File: config.mk
export PLATFORM = sky130hd
export DESIGN_NAME = pc_sequencer
export DESIGN_NICKNAME = d
export VERILOG_FILES = /design/src/rtl/pc_sequencer.sv
export SDC_FILE = /design/constraint.sdc
export NUM_CORES = 1
export LEC_CHECK = 0
export ABC_AREA = 1
export CELL_PAD_IN_SITES_DETAIL_PLACEMENT = 0
export CELL_PAD_IN_SITES_GLOBAL_PLACEMENT = 1
export CORE_AREA = 2 2 102 104
export DETAILED_ROUTE_END_ITERATION = 6
export DIE_AREA = 0 0 104 106
export MAX_ROUTING_LAYER = met4
export PLACE_DENSITY_LB_ADDON = 0.3
export REMOVE_ABC_BUFFERS = 1
export SLEW_MARGIN = 10
export SYNTH_ARGS = -nofsm -noshare
export SYNTH_HDL_FRONTEND = slang
export SYNTH_SLANG_ARGS = --single-unit
File: constraint.sdc
create_clock -name clk -period 1.7 [get_ports clk]
set_input_delay 0.17 -clock clk [delete_from_list [all_inputs] [get_ports clk]]
set_output_delay 0.17 -clock clk [all_outputs]
set_load 0.05 [all_outputs]
File: src/rtl/pc_sequencer.sv
// Program-counter sequencing FSM: boot, fetch handshake, next-PC selection and halt/interrupt handling.
// Optional macro PCSEQ_EPC_EN adds an exception PC register (epc) and a return-from-interrupt input (reti).
module pc_sequencer #(
  parameter logic [15:0] RESET_VEC = 16'h0000,
  parameter logic [15:0] IRQ_VEC   = 16'h00F0,
  parameter int unsigned INC       = 2
) (
  input  logic        clk,
  input  logic        rst,
  input  logic [15:0] pc_cnt,
  output logic        pc_wr,
  output logic [15:0] pc_next,
  output logic        imem_req,
  output logic [15:0] imem_addr,
  input  logic        imem_ack,
  input  logic        dec_valid,
  input  logic        stall,
  input  logic        br_taken,
  input  logic [15:0] br_tgt,
  input  logic        jmp,
  input  logic [15:0] jmp_tgt,
  input  logic        halt_req,
  input  logic        irq,
`ifdef PCSEQ_EPC_EN
  input  logic        reti,
  output logic [15:0] epc,
`endif
  output logic        halted,
  output logic [15:0] retired_cnt
);

  typedef enum logic [2:0] {
    BOOT   = 3'd0,
    FETCH  = 3'd1,
    DECODE = 3'd2,
    UPDATE = 3'd3,
    HALT   = 3'd4
  } state_t;

  state_t      state, state_n;
  logic        in_rst;
  logic        hlt_flag, hlt_flag_n;
  logic [15:0] nxt, nxt_n;
  logic [15:0] plain_tgt;
  logic        boot_wr;

  function automatic logic [15:0] pc_inc(input logic [15:0] pc);
    pc_inc = pc + 16'(INC);
  endfunction

`ifdef PCSEQ_EPC_EN
  logic [15:0] epc_n;
  always_comb begin
    plain_tgt = reti     ? epc     :
                jmp      ? jmp_tgt :
                br_taken ? br_tgt  : pc_inc(pc_cnt);
  end
`else
  always_comb begin
    plain_tgt = jmp      ? jmp_tgt :
                br_taken ? br_tgt  : pc_inc(pc_cnt);
  end
`endif

  always_comb begin
    state_n    = state;
    nxt_n      = nxt;
    hlt_flag_n = hlt_flag;
`ifdef PCSEQ_EPC_EN
    epc_n      = epc;
`endif
    case (state)
      // BOOT is held while reset is still being observed, so the write pulse follows release
      BOOT:   if (!in_rst) state_n = FETCH;
      FETCH:  if (imem_ack) state_n = DECODE;
      DECODE: begin
        if (dec_valid && !stall) begin
          state_n    = UPDATE;
          hlt_flag_n = halt_req && !irq;
          if (irq) begin
            nxt_n = IRQ_VEC;
`ifdef PCSEQ_EPC_EN
            epc_n = plain_tgt;
`endif
          end else begin
            nxt_n = plain_tgt;
          end
        end
      end
      UPDATE: state_n = hlt_flag ? HALT : FETCH;
      HALT: begin
        if (irq) begin
          state_n    = UPDATE;
          nxt_n      = IRQ_VEC;
          hlt_flag_n = 1'b0;
`ifdef PCSEQ_EPC_EN
          epc_n      = pc_cnt;
`endif
        end
      end
      default: state_n = BOOT;
    endcase
  end

  always_ff @(posedge clk) begin
    if (rst) begin
      state       <= BOOT;
      in_rst      <= 1'b1;
      hlt_flag    <= 1'b0;
      retired_cnt <= 16'h0000;
`ifdef PCSEQ_EPC_EN
      epc         <= 16'h0000;
`endif
    end else begin
      state    <= state_n;
      in_rst   <= 1'b0;
      hlt_flag <= hlt_flag_n;
      if (state == UPDATE) retired_cnt <= retired_cnt + 16'd1;
`ifdef PCSEQ_EPC_EN
      epc      <= epc_n;
`endif
    end
  end

  always_ff @(posedge clk) begin
    nxt <= nxt_n;
  end

  // Moore output decode; the only pass-through is the fetch address
  assign boot_wr   = (state == BOOT) && !in_rst;
  assign pc_wr     = boot_wr || (state == UPDATE);
  assign pc_next   = (state == UPDATE) ? nxt : (boot_wr ? RESET_VEC : 16'h0000);
  assign imem_req  = (state == FETCH);
  assign imem_addr = pc_cnt;
  assign halted    = (state == HALT);

endmodule

==> metrics.md, run 1 <==
| Metric | Value |
|---|---|
| Die Width | `between 100 and 150 µm` |
| # IOs | `108` |
| CTS H-tree depth | `2` |
| Crit. Startpoint | `state[2]$_SDFFE_PP0P_` |
| Reg-to-reg critical path endpoint | `nxt[11]$_SDFFCE_PP0P_` |
| Netlist Area Pre-Place | `between 2000 and 3000 µm²` |
| Via/cell ratio | `around 4.3` |
| Final period util | `a little over nine tenths` |
| Top sig layer | `met4` |
| RSZ-0062 raised after global routing | `yes` |
| Critical path's slowest cell | `dfxtp_1` |
| WS Path Type | `flop to output pin` |
| Synth warn | `0` |
| Number of synthesized flops with an enable pin | `16` |
| Top_reg_cell synth | `dfxtp_1` |
| Synthesized netlist cell count | `380` |
| Leakage | `roughly 0.002 µW` |
| Worst skew pair latency | `between 0.2 and 0.3 ns` |
| Power density cells | `779.2 nW/µm²` |
| Cell family with most CP delay | `buffers and inverters` |
| Largest net degree at the start of global routing | `22` |
| Fin Clk Skew | `between 0.007 and 0.008 ns` |
| Vias in the first global route | `2,736` |
| Synth Register Bits | `37` |
| Status | `finished clean` |
| Register share of total power | `about a third` |
| Hold buffer count at cts | `0` |
| Avg Synthesized Cell Area | `approximately 6.7 µm²` |
| Final nets | `about 560` |
| Cell taking the most area after synthesis | `edfxtp_1` |
| Total clock sinks | `37` |
| Register area share after synthesis | `roughly 36%` |
| Avg WL per Cell | `11.83 µm` |
| Clk pin slew, worst setup/hold paths | `roughly 0.080 ns` |
| Met2 WL | `between 3 and 4 mm` |
| Port Buffers | `between 100 and 150` |
| Core area | `10000 µm²` |
| WP buf/inv | `3` |
| Min-Delay Path Class | `flop to flop` |
| Async SR Flop Fraction | `0%` |
| Ant. Diodes | `0` |
| Final WL | `7.558 mm` |
| Power, Total | `between 3000 and 4000 µW` |
| CP arrival | `around 1.4 ns` |
| Psw | `1182 µW` |
| Number of distinct library cells after synthesis | `32` |
| Slew @ Worst Pin | `between 0.5 and 0.6 ns` |
| Hpwl dp | `around 6.1 mm` |
| Clk buf depth | `2` |
| Wire length on met1 | `3.402 mm` |
| Combinational power share | `a little over two fifths` |
| Final Wtd Congestion | `0.7722` |
| Switching Fraction | `between 30% and 40%` |
| DRT Pass-1 Iters | `4` |
| Detail Route Antenna Nets | `0` |
| Hold path cells | `2` |
| Slew HR | `66.21%` |
| Hold Startpoint | `retired_cnt[4]$_SDFFE_PP0N_` |
| Area contributors post-synth | `edfxtp_1 19%, dfxtp_1 17%, nand2_1 12%` |
| Slew Viols, Final | `0` |
| Internal power | `about 2200 µW` |
| Die area | `between 10,000 and 15,000 µm²` |
| Die H | `between 100 and 150 µm` |
| Max Fclk | `roughly 620 MHz` |
| Hold endpoint | `retired_cnt[4]$_SDFFE_PP0N_` |
| VDD IR-drop max | `about 0.33 mV` |
| Maxcap violations | `0` |
| Critical Path RT | `1.53 ns` |
| Initial Util | `25.34%` |
| Global route total overflow | `0` |
| Num rows | `37` |
| Tmin final | `about 1.6 ns` |
| CTS tree | `yes` |
| Endpoints failing hold | `0` |
| CTS Buf Count | `5` |
| Largest fanout on the critical path | `21` |
| Clock group share of total power | `between 20% and 30%` |
| Share of the synthesized area in the top cell type | `18.96%` |
| Critical path, cell by cell | `inv_2 > nand3_4 > buf_8 > nor2_1 > buf_12` |
| Total GRT Usage | `between 10 and 15%` |
| First-pass GRT wire length | `about 13 mm` |
| R2R Setup Slk | `roughly 0.18 ns` |
| Metal3 WL | `about 500 µm` |
| Area delta synth->final | `73.23%` |
| Startpoint of the worst register-to-register path | `state[0]$_SDFFE_PP0P_` |
| Crit path largest cell delay | `0.34 ns` |
| Remaining DRCs | `0` |
| DRT iter0 DRCs | `76` |
| Final setup fails | `0` |
| Worst Setup Start Kind | `flop` |
| Hold Worst Slack | `between 0.4 and 0.5 ns` |
| Worst reg-to-reg path cell count | `8` |
| Critical path capture point type | `output pin` |
| Initial antenna violation count | `0` |
| DR vias | `2,743` |
| Share of layout cells above drive strength 1 | `23.46%` |
| Clock root buffer | `clkbuf_8` |
## placed cells by master (no fill, tap or decap), drive strengths merged, types with 4 or more instances in the layout
master,netlist,final
clkdlybuf4s50,0,56
xor2,4,4
buf,18,80
nand3,23,23
edfxtp,16,16
dfxtp,21,21
o21ai,25,25
nand4,7,7
dlymetal6s2s,0,4
inv,59,59
a21oi,28,28
nand2,83,83
clkbuf,7,6
nor3,4,4
nor2,71,71
## area by class of cell
class,instances,area (µm²)
fill,1023,5610
timing repair buffer,140,1682
multi-input combinational,258,1281
sequential,37,902.1
inverter,60,225.2
tap,136,170.2
clock buffer,6,93.84
clock inverter,2,35.03
## synth_stat cells (all sizes together) (7+ instances only)
cell and n:
dfxtp 21, edfxtp 16, o21ai 25, nand2 83
nor2 71, buf 18, nand4 7, a21oi 28
clkbuf 7, nand3 23, inv 59
## what timing repair did
action | 4_1_cts | 5_1_grt
cloned | 0 | 0
resized for setup | 3 | 16
endpoints found under the setup margin | 2 | 22
buffers inserted | 0 | 0
## worst reg2reg max path: cells and delay by family, from the launching register on
| family | cells | cell delay (ns) |
|---|---|---|
| buffers and inverters | 4 | 0.35 |
| flip-flops | 1 | 0.36 |
| AND/OR/NAND/NOR | 4 | 0.51 |
## kinds of logic after synthesis
logic type,synth area share [%]
AO/OA/AOI/OAI,13.04
XOR/XNOR,2.074
buffers and inverters,15.06
AND/OR/NAND/NOR,33.28
adder cells (fa/ha/maj),0.9875
flip-flops,35.56
## routing by layer
layer  vias to the layer above  global-route usage, %
met3                        11                  3.924
met1                      1213                  16.87
li1                       1436                      -
met5                         -                      -
met2                        83                  24.67
met4                         0                  3.571
## worst max-delay path by stage
stage / end / depth (start not counted)
3_3_place_gp: nxt[15]$_SDFFCE_PP0P_ / 9
4_1_cts: pc_next[6] / 5
6_report: pc_next[10] / 5
2_1_floorplan: pc_wr / 3
3_5_place_dp: nxt[15]$_SDFFCE_PP0P_ / 9
5_1_grt: pc_next[14] / 5
## power by group through the flow
stage	Clock (µW)	Combinational, µW	Sequential, µW
2_1_floorplan	0	586	1180
3_3_place_gp	0	1410	1160
3_5_place_dp	0	1410	1160
4_1_cts	889	1420	1150
5_1_grt	924	1540	1160
6_report	852	1420	1140
## state kept, by name, indices dropped and copies added (netlist names)
register and cells:
hlt_flag 1, in_rst 1, nxt 16, retired_cnt 16, state 3
## per-stage QoR
step	setup TNS [ns]	cells	area (µm²)	util, %	worst slack [ns]
CTS	0	639	4347	43.47	0.006687
global route	-0.02192	639	4389	43.89	-0.005656
global placement	-0.7101	631	4212	42.12	-0.1350
finish	0	639	4389	43.89	0.09289
detailed placement	-0.7762	631	4212	42.12	-0.1462
floorplan	-3.782	355	2377	-	-0.2135
Note: power is estimated with default switching activity, not from simulation.
==> run 2: changes to the inputs <==
==> constraint.sdc (replaced) <==
create_clock -name clk -period 1.7 [get_ports clk]
set_input_delay 0.425 -clock clk [delete_from_list [all_inputs] [get_ports clk]]
set_output_delay 0.425 -clock clk [all_outputs]
set_load 0.05 [all_outputs]
==> run 2 against run 1 <==
Against the previous run: the run now ends with negative setup slack left; clock power is 0.8% higher; power increased by 8.6%; critical endpoint is now pc_wr; maximum frequency down 5.5%; critical path type unchanged; global-route usage up 1.4 points; flip-flop and latch count did not move; via count rose by 6.7%; register-to-register slack lost 0.05 ns; combinational power grew 16%; design area up 13%; sequential power is 5% higher; routed wire length grew 7.0%; non-clock buffer count up 21; largest cell class unchanged.
==> metrics.md, run 2 (same netlist as run 1, synthesis figures left out) <==
| Metric | Value |
|---|---|
| Status | `finished, violations left` |
| Failing checks | `negative setup slack` |
| Total clock sinks | `37 (unchanged)` |
| CTS tree | `yes` |
| Clock root buffer | `clkbuf_8` |
| Final period util | `100.0% (+5.5 points)` |
| # IOs | `108 (unchanged)` |
| DR vias | `2,926 (+6.7%)` |
| Critical path's slowest cell | `dfxtp_4` |
| Final setup fails | `1 (+1)` |
| Final nets | `584 (+4.1%)` |
| Endpoints failing hold | `0 (unchanged)` |
| DRT iter0 DRCs | `59 (-22%)` |
| Initial antenna violation count | `0 (unchanged)` |
| WP buf/inv | `2 (-1)` |
| Max Fclk | `588.2 MHz (-5.5%)` |
| Port Buffers | `107 (unchanged)` |
| Place WS | `-0.4068 ns (-0.2605 ns)` |
| Remaining DRCs | `0 (unchanged)` |
| CTS H-tree depth | `2 (unchanged)` |
| Power density cells | `749.6 nW/µm² (-3.8%)` |
| Final WS setup | `-0.0001507 ns (-0.09304 ns)` |
| Top Registers | `nxt x16, retired_cnt x16, state x3` |
| Hold buffer count at cts | `0 (unchanged)` |
| Min-Delay Path Class | `flop to flop` |
| Die Width | `104 µm (unchanged)` |
| Hpwl dp | `6.248 mm (+1.7%)` |
| Crit path largest cell delay | `0.40 ns (+0.06 ns)` |
| Avg WL per Cell | `12.22 µm (+3.3%)` |
| Global route total overflow | `0 (unchanged)` |
| Tmin final | `1.700 ns (+0.09304 ns)` |
| Commonest cells after routing, fill and taps aside | `79 x nand2_1, 54 x buf_12, 53 x inv_1` |
| Share of layout cells above drive strength 1 | `31.75% (+8.3 points)` |
| Slew HR | `75.95% (+9.7 points)` |
| First-pass GRT wire length | `13.83 mm (+10%)` |
| Core area | `10000 µm² (unchanged)` |
| Final Wtd Congestion | `0.8178 (+5.9%)` |
| WS Path Type | `flop to output pin` |
| Setup TNS Final | `-0.0001507 ns (-0.0001507 ns)` |
| Detail Route Antenna Nets | `0 (unchanged)` |
| Leakage | `0.002144 µW (+9.8%)` |
| Critical path, cell by cell | `nor2_4 > inv_2 > o31ai_4 > buf_12` |
| Slew Viols, Final | `0 (unchanged)` |
| Critical Path RT | `1.27 ns (-0.26 ns)` |
| Num rows | `37 (unchanged)` |
| Clk pin slew, worst setup/hold paths | `0.08 ns (about the same)` |
| Largest net degree at the start of global routing | `19 (-14%)` |
| Power, Total | `3714 µW (+8.6%)` |
| Final WL | `8.088 mm (+7.0%)` |
| Total GRT Usage | `15.78% (+1.4 points)` |
| Slew @ Worst Pin | `0.3581 ns (-0.1480 ns)` |
| Die H | `106 µm (unchanged)` |
| Vias in the first global route | `2,967 (+8.4%)` |
| CP arrival | `1.28 ns (-0.16 ns)` |
| DRT Pass-1 Iters | `4 (unchanged)` |
| Clk buf depth | `2 (unchanged)` |
| Area delta synth->final | `95.56%` |
| Die area | `11,020 µm² (unchanged)` |
| Cell family with most CP delay | `flip-flops` |
| CTS Buf Count | `5 (unchanged)` |
| Ant. Diodes | `0 (unchanged)` |
| Fin Clk Skew | `0.006301 ns (-0.001016 ns)` |
| Hold Worst Slack | `0.4859 ns (-0.001637 ns)` |
| Maxcap violations | `0 (unchanged)` |
| Worst skew pair latency | `0.29 ns (about the same)` |
| Largest fanout on the critical path | `5 (-76%)` |
| VDD IR-drop max | `0.3928 mV (+20%)` |
| Utilization after layout | `49.55% (+5.7 points)` |
| Worst Setup Start Kind | `flop` |
| Via/cell ratio | `4.420 (+3.0%)` |
| Critical path capture point type | `output pin` |
| Initial Util | `25.34% (unchanged)` |
| Most common cell after layout, fill and taps aside | `nand2_1` |
| RSZ-0062 raised after global routing | `yes` |
-- run 2: changes by cell type in the layout (fill, tap and decap cells not counted), moves of 5 or more --
cell | previous run | this run
clkdlybuf4s50_1 | 56 | 45
buf_4 | 42 | 48
dlygate4sd2_1 | 0 | 5
nor2_1 | 52 | 41
nor2_4 | 4 | 18
buf_12 | 37 | 54
-- run 2: power breakdown --
group	leakage [µW]	switching [µW]	total (µW)	internal [µW]
clock network	0.0000663	335	859	524
logic	0.00176	876	1650	776
registers	0.000319	117	1200	1080
total	0.00214	1330	3710	2390
-- run 2: area by class of cell --
cell class	instances	area [µm²]
Fill cell	968	5045
Timing Repair Buffer	161	2044
Multi-Input combinational cell	260	1464
Sequential cell	37	912.1
Inverter	60	235.2
Tap cell	136	170.2
Clock buffer	6	93.84
Clock inverter	2	35.03
-- run 2: path summary, 6_finish.rpt --
path                                             from  slack, ns  cells after the start                           to
worst max-delay path            state[0]$_SDFFE_PP0P_    -0.0002                      4                        pc_wr
worst max register to register  state[0]$_SDFFE_PP0P_       0.13                     10  retired_cnt[9]$_SDFFE_PP0N_
worst min register to register  hlt_flag$_SDFFE_PP0P_       0.49                      2        state[2]$_SDFFE_PP0P_
worst min-delay path            hlt_flag$_SDFFE_PP0P_       0.49                      2        state[2]$_SDFFE_PP0P_
-- run 2: what timing repair did --
action	4_1_cts	5_1_grt
pin swaps	8	11
endpoints found under the hold margin	0	0
gates resized for setup	57	18
setup endpoints to repair	29	29
gates cloned	2	0
buffers inserted	4	3
-- run 2: per-stage QoR --
step           std cells  cell area (µm²)
4_1_cts              659             4875
3_5_place_dp         645             4507
5_1_grt              662             4955
3_3_place_gp         645             4507
2_1_floorplan        355             2377
6_report             662             4955
-- run 2: routing by layer --
layer | wire length [µm] | vias up | track usage [%] | share of wire (%)
met5 | 0 | - | - | 0
met4 | 119 | 0 | 4.344 | 1.5
met3 | 457 | 10 | 3.556 | 5.7
met2 | 4100 | 88 | 27.96 | 51
met1 | 3412 | 1336 | 18.00 | 42
li1 | - | 1492 | - | -
-- run 2: worst min-delay path, cell delays in order (launching register included) --
cell     delay (ns)
dfxtp_1        0.33
nand2_1        0.07
a21oi_1        0.05
==> edit 1: new RTL, config.mk and constraints of run 2 <==
Set the parameter `IRQ_VEC` to 16'h0080 (it was 16'h00F0).
--- a/src/rtl/pc_sequencer.sv
+++ b/src/rtl/pc_sequencer.sv
@@ -4,3 +4,3 @@
   parameter logic [15:0] RESET_VEC = 16'h0000,
-  parameter logic [15:0] IRQ_VEC   = 16'h00F0,
+  parameter logic [15:0] IRQ_VEC   = 16'h0080,
   parameter int unsigned INC       = 2
Formal check against the unedited RTL: not equivalent (a bounded check fails within 10 cycles, from zero or initial values and one cycle with rst high).
==> edit 1 against run 2 <==
The run still ends with negative setup slack left; power is 5.0% lower; count of clock-buffer cells in the layout is the same; cell area down 2.1%; routed wire length down 6.7%; sequential cell count unchanged; sequential power is 3% lower; synthesized cell count did not move; utilization down 1.0 points; synthesized area about the same; sequential share of layout area up 0.34 points; largest power group unchanged; register-to-register slack got worse by 0.03 ns; setup slack got worse by 0.0096 ns; largest cell class unchanged.
==> edit 1: results (changes against run 2) <==
metric;value;unit;change
outcome;complete, but fails checks;;
violations;negative setup slack;;
grt_first_pass_wirelength;12600;um;-8.8%
metal1_wirelength;3260;um;-4.5%
critical-path-max-stage-delay;0.37;ns;-0.03 ns
first_global_vias;2755;;-7.1%
fillerInstances;977;;+0.93%
fin_hold_ws;0.481;ns;-0.00456 ns
postLayoutSetupSlackWorst;-0.00973;ns;-0.00958 ns
power_per_cell_area;727;mW/mm^2;-3.0%
share_of_post_route_cells_with_drive_strength_above_1;0.307;;-0.0108
skew;0.00823;ns;+0.00193 ns
maximum_vdd_drop;0.323;mV;-18%
worst_slew_pin_slew;0.496;ns;+0.138 ns
wl_met3;484;um;+5.9%
post_synth_xor_area_fraction;0.0208;;about the same
final-setup-viol-count;1;;unchanged
gp_congestion;0.815;;-0.40%
globalRouteTotalUtil;0.146;;-0.0123
total_switching_power;0.00124;W;-6.4%
register_to_register_path_setup_slack;0.10;ns;-0.03 ns
place_hpwl;6180;um;-1.1%
synth_sequential_area_ratio;0.356;;about the same
pwr.group.clock;0.000744;W;-13%
worstPathBufferInverterCount;3;;+1
wirelength;7550;um;-6.7%
synth.cells.most_frequent;sky130_fd_sc_hd__nand2_1 (81), sky130_fd_sc_hd__nor2_1 (62), sky130_fd_sc_hd__inv_1 (55);;
crit_path_max_fanout;13;;+8
dpl_worst_slack;-0.488;ns;-0.0814 ns
design.final.nets;583;;-0.17%
synth_top_cells_by_area;sky130_fd_sc_hd__edfxtp_1 (19%), sky130_fd_sc_hd__dfxtp_1 (17%), sky130_fd_sc_hd__nand2_1 (12%);;
## edit 1: final timing paths
check,start,end,cells after the start
max reg2reg,state[0],nxt[14],9
min,hlt_flag,state[2],2
max,state[1],pc_wr,5
min reg2reg,hlt_flag,state[2],2
## edit 1: layout make-up
class	count	area share
Clock inverter	2	0.00696
Sequential cell	37	0.188
Timing Repair Buffer	162	0.423
Multi-Input combinational cell	258	0.286
Inverter	60	0.0464
Tap cell	136	0.0351
Clock buffer	6	0.0150
## edit 1: stage by stage
step                instances  instance area [sq um]
finish                    661                   4850
global route              661                   4850
CTS                       659                   4730
detailed placement        647                   4530
global placement          647                   4530
floorplan                 355                   2380
## edit 1: per-layer routing
layer	up-vias	global-route usage
met5	-	-
met4	0	0.0454
met1	1237	0.172
met2	93	0.249
met3	12	0.0319
li1	1479	-
## edit 1: what timing repair did
item                                    in CTS  in global routing
hold endpoints to repair                     0                  0
resized for setup                           29                 28
setup buffers                                4                  2
pin swaps                                    5                  3
endpoints found under the setup margin      27                 29
==> edit 2: new RTL, config.mk and constraints of run 2 <==
Made on the original files. Register the input `irq` before use, without a reset. The logic sees it one clock later. The other inputs are not delayed to match.
--- a/src/rtl/pc_sequencer.sv
+++ b/src/rtl/pc_sequencer.sv
@@ -38,2 +38,8 @@
   } state_t;
+
+  logic irq_q;
+
+  always_ff @(posedge clk) begin
+    irq_q <= irq;
+  end
 
@@ -78,4 +84,4 @@
           state_n    = UPDATE;
-          hlt_flag_n = halt_req && !irq;
-          if (irq) begin
+          hlt_flag_n = halt_req && !irq_q;
+          if (irq_q) begin
             nxt_n = IRQ_VEC;
@@ -91,3 +97,3 @@
       HALT: begin
-        if (irq) begin
+        if (irq_q) begin
           state_n    = UPDATE;
Formal check against the unedited RTL: not equivalent (Yosys sat finds a counterexample within 10 cycles, from zero or initial values and one cycle with rst high).
==> edit 2 against run 2 <==
Cell area decreased by 4.3%; sequential cell count increased by 1; synthesized area increased by 0.79%; power decreased by 8.5%; critical endpoint is now pc_next[14]; routed wire length decreased by 3.3%; cell count decreased by 1.7%; clock power decreased by 30%; largest cell class unchanged; setup slack improved by 0.011 ns.
==> edit 2: results (changes against run 2) <==
metric;value;unit;change
numCtsBuffers;5;;unchanged
yosys.cell_types.count;32;;unchanged
grt_util_met1;0.172;;-0.00792
fillerInstances;997;;+3.0%
clock_root_buffer_master;sky130_fd_sc_hd__clkbuf_8;;
synth_top_cells_by_area;sky130_fd_sc_hd__edfxtp_1 (19%), sky130_fd_sc_hd__dfxtp_1 (17%), sky130_fd_sc_hd__nand2_1 (12%);;
syn-cell-area;0.00255;sq mm;+0.79%
clk_latency;0.29;ns;about the same
first_global_vias;2894;;-2.5%
numPortBuffers;107;;unchanged
cts.clk_slew.worst_paths;0.08;ns;about the same
place_hpwl;6310;um;+0.95%
use_met2;0.263;;-0.0164
drtPass1Iterations;6;;+2
antenna_cells;0;;unchanged
number_of_antenna_violations_at_the_first_check_in_global_routing;0;;unchanged
design.final.nets;573;;-1.9%
yosysWarningCount;0;;unchanged
critical_path.slowest_cell;sky130_fd_sc_hd__dfxtp_2;;
globalRouteTotalUtil;0.152;;-0.00591
htree_levels;2;;unchanged
synthArstFlopShare;0;;unchanged
gp_congestion;0.824;;+0.70%
worst_hold_path_type;flip-flop to flip-flop;;
viasPerCell;4.35;;-1.7%
cts.path.max_buffers;2;;unchanged
dpl_worst_slack;-0.403;ns;+0.00388 ns
grt_first_pass_wirelength;13300;um;-3.9%
crit_path_max_fanout;12;;+7
slew_viol_final;0;;unchanged
switching_share;0.372;;+0.0147
outcome;complete, no violations;;
grtUsageMet3;0.0362;;+0.000613
share_of_post_route_cells_with_drive_strength_above_1;0.289;;-0.0282
biggestRegsByFlops;nxt (16), retired_cnt (16), state (3);;
power.static_leakage;2.01;nW;-6.3%
synth_sequential_area_ratio;0.361;;+0.00505
drt_iter0_markers;54;;-8.5%
critical-path-max-stage-delay;0.34;ns;-0.06 ns
skew;0.00837;ns;+0.00207 ns
detailed_place.area;0.00449;sq mm;-0.39%
synth.cells.most_frequent;sky130_fd_sc_hd__nand2_1 (80), sky130_fd_sc_hd__nor2_1 (64), sky130_fd_sc_hd__inv_1 (55);;
wirelength;7830;um;-3.3%
worst_slew_pin_slew;0.394;ns;+0.0357 ns
maximum_vdd_drop;0.282;mV;-28%
synth_enable_flop_cells;16;;unchanged
critPathArrivalTime;1.26;ns;-0.02 ns
[edit 2: repair_timing]
action	4_1_cts	5_1_grt
gates cloned	0	0
setup buffers	2	0
pin swaps	4	3
endpoints found under the setup margin	30	22
resized for setup	36	18
[edit 2: layout make-up]
type	count	area (sq um)	share of cell area
Tap cell	136	170	0.0359
Multi-Input combinational cell	258	1390	0.292
Clock inverter	2	8.76	0.00185
Timing Repair Buffer	151	1950	0.412
Inverter	60	225	0.0475
Clock buffer	6	72.6	0.0153
Sequential cell	38	927	0.196
[edit 2: logic make-up (layout without fill, tap and decap cells)]
group,after synthesis,count (layout),share of synthesized area
and+or+nand+nor,188,188,0.330
adders and majority gates,2,2,0.00980
DFF,38,38,0.361
AOI/OAI and AO/OA,62,62,0.129
xor gates and xnor gates,6,6,0.0206
buffers and inverters,85,219,0.149
[edit 2: worst max-delay path, delay by kind of cell (launching register included)]
family,cells,cell delay (ns)
buffers and inverters,3,0.39
DFF,1,0.34
and+or+nand+nor,2,0.23
[edit 2: metal layers]
metal	routed length, um	vias to the layer above
li1	-	1463
met1	3340	1272
met2	3850	84
met3	516	10
met4	113	0
met5	0	-
[edit 2: worst paths after layout]
check,start,to,slack [ns],cells after the start
min,hlt_flag,state[2],0.50,2
max reg2reg,state[2],retired_cnt[11],0.14,11
max,state[2],pc_next[14],0.01,5
min reg2reg,hlt_flag,state[2],0.50,2
[edit 2: per-stage QoR]
step                      hold slack [ns]  std cells  utilization
after floorplan                     0.449        356            -
after global placement              0.483        641        0.449
after detailed placement            0.491        641        0.449
after CTS                           0.507        651        0.468
after global routing                0.549        651        0.474
final                               0.497        651        0.474
[edit 2: power groups by stage]
stage | combinational, W | clock (W) | sequential, W
2_1_floorplan | 0.000586 | 0 | 0.00120
3_3_place_gp | 0.00149 | 0 | 0.00119
3_5_place_dp | 0.00149 | 0 | 0.00119
4_1_cts | 0.00159 | 0.000636 | 0.00119
5_1_grt | 0.00174 | 0.000654 | 0.00120
6_report | 0.00161 | 0.000602 | 0.00118
